==> src/rtl/mul_seq_ctrl_pkg.sv <==
// Shared definitions for the sequential shift-add multiplier controller.
// Holds the operand width, the iteration count and the controller state type.
package mul_seq_ctrl_pkg;

  // Operand width; the datapath is built around a 32-bit adder.
  localparam int MUL_XLEN = 32;

  // One iteration per multiplier bit.
  localparam int N_ITER = 32;

  // Iteration counter width (6 bits so the count range has headroom).
  localparam int ITER_W = 6;

  typedef enum logic [1:0] {
    IDLE = 2'd0,
    BUSY = 2'd1,
    DONE = 2'd2
  } state_e;

endpackage : mul_seq_ctrl_pkg

==> src/rtl/adder_32bit.sv <==
// 32-bit ripple-carry adder, the single arithmetic resource of the multiplier.
// Ports:
//   a_i  [31:0] in  first addend
//   b_i  [31:0] in  second addend
//   re_o [31:0] out sum (low 32 bits)
//   c_o         out carry out of bit 31
module adder_32bit (
  input  logic [31:0] a_i,
  input  logic [31:0] b_i,
  output logic [31:0] re_o,
  output logic        c_o
);

  logic [32:0] carry;

  assign carry[0] = 1'b0;

  for (genvar gi = 0; gi < 32; gi++) begin : g_bit
    assign re_o[gi]    = a_i[gi] ^ b_i[gi] ^ carry[gi];
    assign carry[gi+1] = (a_i[gi] & b_i[gi]) | (carry[gi] & (a_i[gi] ^ b_i[gi]));
  end

  assign c_o = carry[32];

endmodule : adder_32bit

==> src/rtl/mul_seq_ctrl.sv <==
// Sequential 32x32 -> 64-bit unsigned shift-add multiplier with a
// valid/ready request and response handshake. One multiplier bit is
// retired per cycle, so the latency is a fixed 32 BUSY cycles.
// Ports:
//   clk_i         in   clock, rising edge
//   rst_ni        in   asynchronous active-low reset
//   req_valid_i   in   operand pair valid
//   req_ready_o   out  controller can accept operands (IDLE)
//   a_i    [31:0] in   multiplicand
//   b_i    [31:0] in   multiplier
//   resp_valid_o  out  product valid (DONE)
//   resp_ready_i  in   consumer accepts product
//   product_o [63:0] out  registered product
//   busy_o        out  operation in progress (BUSY or DONE)
module mul_seq_ctrl
  import mul_seq_ctrl_pkg::*;
#(
  parameter int XLEN = mul_seq_ctrl_pkg::MUL_XLEN
) (
  input  logic              clk_i,
  input  logic              rst_ni,
  input  logic              req_valid_i,
  output logic              req_ready_o,
  input  logic [XLEN-1:0]   a_i,
  input  logic [XLEN-1:0]   b_i,
  output logic              resp_valid_o,
  input  logic              resp_ready_i,
  output logic [2*XLEN-1:0] product_o,
  output logic              busy_o
);

  localparam logic [ITER_W-1:0] ITER_LAST = ITER_W'(N_ITER - 1);

  state_e state_q;
  state_e state_next;

  logic [XLEN-1:0]   mcand_q;
  logic [XLEN-1:0]   acc_hi_q;
  logic [XLEN-1:0]   lo_q;
  logic [ITER_W-1:0] iter_q;
  logic [2*XLEN-1:0] product_q;

  logic [XLEN-1:0]   add_b;
  logic [XLEN-1:0]   add_sum;
  logic              add_carry;
  logic [2*XLEN-1:0] shifted;
  logic              last_iter;

  // Partial product is the multiplicand when the current multiplier bit is set.
  assign add_b = lo_q[0] ? mcand_q : '0;

  adder_32bit u_adder (
    .a_i  (acc_hi_q),
    .b_i  (add_b),
    .re_o (add_sum),
    .c_o  (add_carry)
  );

  // Carry becomes the new top bit so no product bit is lost; the retired
  // multiplier bit falls off the bottom of lo_q.
  assign shifted   = {add_carry, add_sum, lo_q[XLEN-1:1]};
  assign last_iter = (iter_q == ITER_LAST);

  // State register
  always_ff @(posedge clk_i or negedge rst_ni) begin
    if (!rst_ni) begin
      state_q <= IDLE;
    end else begin
      state_q <= state_next;
    end
  end

  // Next-state logic
  always_comb begin
    state_next = state_q;
    case (state_q)
      IDLE: if (req_valid_i)  state_next = BUSY;
      BUSY: if (last_iter)    state_next = DONE;
      DONE: if (resp_ready_i) state_next = IDLE;
      default:                state_next = IDLE;
    endcase
  end

  // Datapath. Requests outside IDLE are ignored because only the IDLE arm
  // looks at req_valid_i.
  always_ff @(posedge clk_i or negedge rst_ni) begin
    if (!rst_ni) begin
      mcand_q   <= '0;
      acc_hi_q  <= '0;
      lo_q      <= '0;
      iter_q    <= '0;
      product_q <= '0;
    end else begin
      case (state_q)
        IDLE: begin
          if (req_valid_i) begin
            mcand_q  <= a_i;
            acc_hi_q <= '0;
            lo_q     <= b_i;
            iter_q   <= '0;
          end
        end
        BUSY: begin
          {acc_hi_q, lo_q} <= shifted;
          iter_q           <= iter_q + 1'b1;
          // Product register is loaded once, so it holds outside DONE.
          if (last_iter) begin
            product_q <= shifted;
          end
        end
        default: ;
      endcase
    end
  end

  assign req_ready_o  = (state_q == IDLE);
  assign resp_valid_o = (state_q == DONE);
  assign busy_o       = (state_q != IDLE);
  assign product_o    = product_q;

endmodule : mul_seq_ctrl

==> config.mk <==
export PLATFORM = sky130hd
export DESIGN_NAME = mul_seq_ctrl
export DESIGN_NICKNAME = d
export VERILOG_FILES = /design/src/rtl/mul_seq_ctrl_pkg.sv /design/src/rtl/adder_32bit.sv /design/src/rtl/mul_seq_ctrl.sv
export SDC_FILE = /design/constraint.sdc
export NUM_CORES = 1
export LEC_CHECK = 0
export CORE_MARGIN = 2
export CORE_UTILIZATION = 48
export DETAILED_ROUTE_END_ITERATION = 6
export PLACE_DENSITY = 0.76
export REMOVE_ABC_BUFFERS = 1
export SYNTH_ARGS = -nofsm -noshare
export SYNTH_HDL_FRONTEND = slang
export SYNTH_SLANG_ARGS = --single-unit
==> constraint.sdc <==
create_clock -name clk_i -period 13.1 [get_ports clk_i]
set_clock_uncertainty 0.2 [all_clocks]
set_input_delay 1.965 -clock clk_i [delete_from_list [all_inputs] [get_ports clk_i]]
set_output_delay 1.965 -clock clk_i [all_outputs]
set_load 0.05 [all_outputs]
==> flow_metrics.tcl <==
set metrics [dict create \
    outcome "complete, no violations" \
    synth_most_common_cell "dfrtp_1" \
    startpoint "lo_q[0]" \
    ff2ff_setup_slack_ns 0.38 \
    finalHoldViolations 0 \
    critPathTopFamily "adder cells" \
    synth_area_per_cell_um2 11.6 \
    synth_top_cells_by_area "dfrtp_1 54%, fa_1 8.0%, mux2_2 6.8%" \
    io_buffer_count 134 \
    wl_met2_um 8740 \
    fin_nets 885 \
    cts_tree "done" \
    coreArea_um2 15900 \
    cp_slowest_cell "fa_1" \
    finalPower_uw 2650 \
    holdCritStartpoint "product_o[46]" \
    cts_inserted_buffers 17 \
    synth_top_cells_by_count "168 x dfrtp_1, 72 x nand2_1, 72 x o21ai_0" \
    rsz0062_at_grt "false" \
    cts_root_buffer "clkbuf_16" \
    cp-start-kind "register" \
    path_class "reg -> reg" \
    track_usage_pct 21.5 \
    drive_above_1_share_pct 17.2 \
    chipHeight_um 131 \
    placement_rows 46 \
    async_flop_share_pct 100 \
    dr.pass1.iters 5 \
    place_inst 981 \
    end_kind "register" \
    r2r-start "lo_q[0]" \
    tightest_slew_ns 1.01 \
    cp.depth 35 \
    final_antenna_net_count 0 \
    fmax_mhz 78.6 \
    crit_fanout 2 \
    worst_ep_arrival_time_ns 12.78 \
    initialDrtViolationCount 483 \
    overflow 0 \
    grt_pass1_vias 5797 \
    vias 5517 \
    routedWlPerCell_um 17.7 \
    die_x_um 131 \
    synth_area_um2 7790 \
    fin_crit_ns 12.72 \
    htreeDepth 4 \
    maxSlewHeadroom_pct 32.4 \
    reg2regPathDepth 35 \
    yosysUniqueCellTypes 29 \
    p_per_area_nw_per_um2 265 \
    drc_errors 0 \
    dp_hpwl_um 11300 \
    min_period_over_period_pct 97.1 \
    grt_max_degree 103 \
    top_layer "met4" \
    ir_drop_uv 145 \
    synth_cells 674 \
    diodes 0 \
    yosysSeqAreaShare_pct 54.0 \
    clk_latency_ns 0.42 \
    dieArea_um2 17300 \
    area_growth_syn_to_layout_pct 28.1 \
    wirelength_um 17900 \
    start_util_pct 49.0 \
    synth_warnings 0 \
    antenna_found_initial 0 \
    power_leakage_uw 0.00420 \
    setup_viol 0 \
    met1Wirelength_um 7660 \
    synth_edf_count 0 \
    synth_area_leader_cell "dfrtp_1" \
    path_buf_inv 1 \
    post-place-ws_ns -1.03 \
    synth_ff_type "dfrtp_1" \
    cts_setup_buffers 0 \
    final_cells 1013 \
    cap_violations 0 \
    cpMostUsedCell "fa_2" \
    cts.sinks 168 \
    grt_pass1_wl_um 29700 \
    fillers 1236 \
    postCtsHoldBufs 0 \
    wl_met3_um 1300 \
    ios 135 \
    postLayoutSetupSlackWorst_ns 0.378 \
    worstHoldPathType "reg -> reg" \
    required_ns 13.16 \
    synth.ff_latch_count 168 \
    synth_top_area_share_pct 54.0 \
    via_per_inst 5.45 \
    clk_path_buf_depth 2 \
    gp_congestion 0.776 \
    cpPeakStageDelay_ns 0.53 \
    drv_slew 0 \
    cts.clk_slew.worst_paths_ns 0.06 \
    hold_depth 2 \
]
-- cell type report --
cell class,count,area [um2],share of cell area (%)
inverter,34,128,1.28
clock buffer,25,505,5.07
multi-input combinational,418,3310,33.1
clock inverter,7,138,1.38
tap,216,270,2.71
timing repair buffer,145,1430,14.3
sequential,168,4200,42.1
-- flip-flops by register name (all words and copies together) (netlist names) --
name,cells
product_o,64
acc_hi_q,32
lo_q,32
mcand_q,32
iter_q,6
state_q,2
-- metrics by stage --
stage	utilization, %	hold slack (ns)	setup TNS (ns)	instance area, um2
detailed placement	58.4	0.293	-5.36	9270
finish	62.8	0.301	0	9980
CTS	62.7	0.306	0	9960
global route	62.8	0.315	0	9980
floorplan	-	0.272	-5.84	7560
global placement	58.4	0.284	-3.75	9270
-- per-layer routing --
| layer | vias to the layer above | global-route usage (%) |
|---|---|---|
| met5 | - | 0 |
| met3 | 19 | 6.21 |
| met4 | 0 | 6.22 |
| met2 | 163 | 35.0 |
| met1 | 2780 | 28.2 |
| li1 | 2555 | - |
-- power breakdown --
group | internal [uW] | switching (uW)
clock network | 344 | 197
logic | 490 | 692
registers | 762 | 159
total | 1600 | 1050
-- cells in the final DEF (no fill, tap or decap), types with 11 or more instances in the layout --
master / count
buf_4: 11
mux2_4: 17
a21oi_1: 32
clkdlybuf4s50_1: 133
o21ai_0: 72
nand2_1: 72
o31ai_1: 32
nor2b_1: 30
inv_1: 34
dfrtp_1: 168
o22ai_1: 32
a22oi_1: 30
clkbuf_16: 17
mux2_2: 47
fa_2: 25
-- cell families (layout without fill, tap and decap cells) --
kind of cell / Yosys count / after routing / share of synthesized area, %
AND/OR/NAND/NOR: 119 / 119 / 7.37
XOR/XNOR: 2 / 2 / 0.225
multiplexers: 65 / 65 / 10.2
flip-flops: 168 / 168 / 54.0
AO/OA/AOI/OAI: 199 / 199 / 15.3
adder cells (fa/ha/maj): 33 / 33 / 8.29
buffers and inverters: 88 / 211 / 4.61
-- timing repair --
item,CTS,global route
endpoints found under the setup margin,8,4
resized for setup,19,6
pin swaps,0,1
-- tightest hold or removal path: cells and delay by family (launching register included) --
family / cells / cell delay, ns
AO/OA/AOI/OAI: 2 / 0.12
flip-flops: 1 / 0.34
-- path summary, 6_finish.rpt --
kind | to
max in group asynchronous | mcand_q[20]
hold / removal | product_o[46]
setup reg to reg | acc_hi_q[30]
min in group asynchronous | product_o[12]
hold reg to reg | product_o[46]
setup / recovery | acc_hi_q[30]
(Power assumes the default switching activity.)
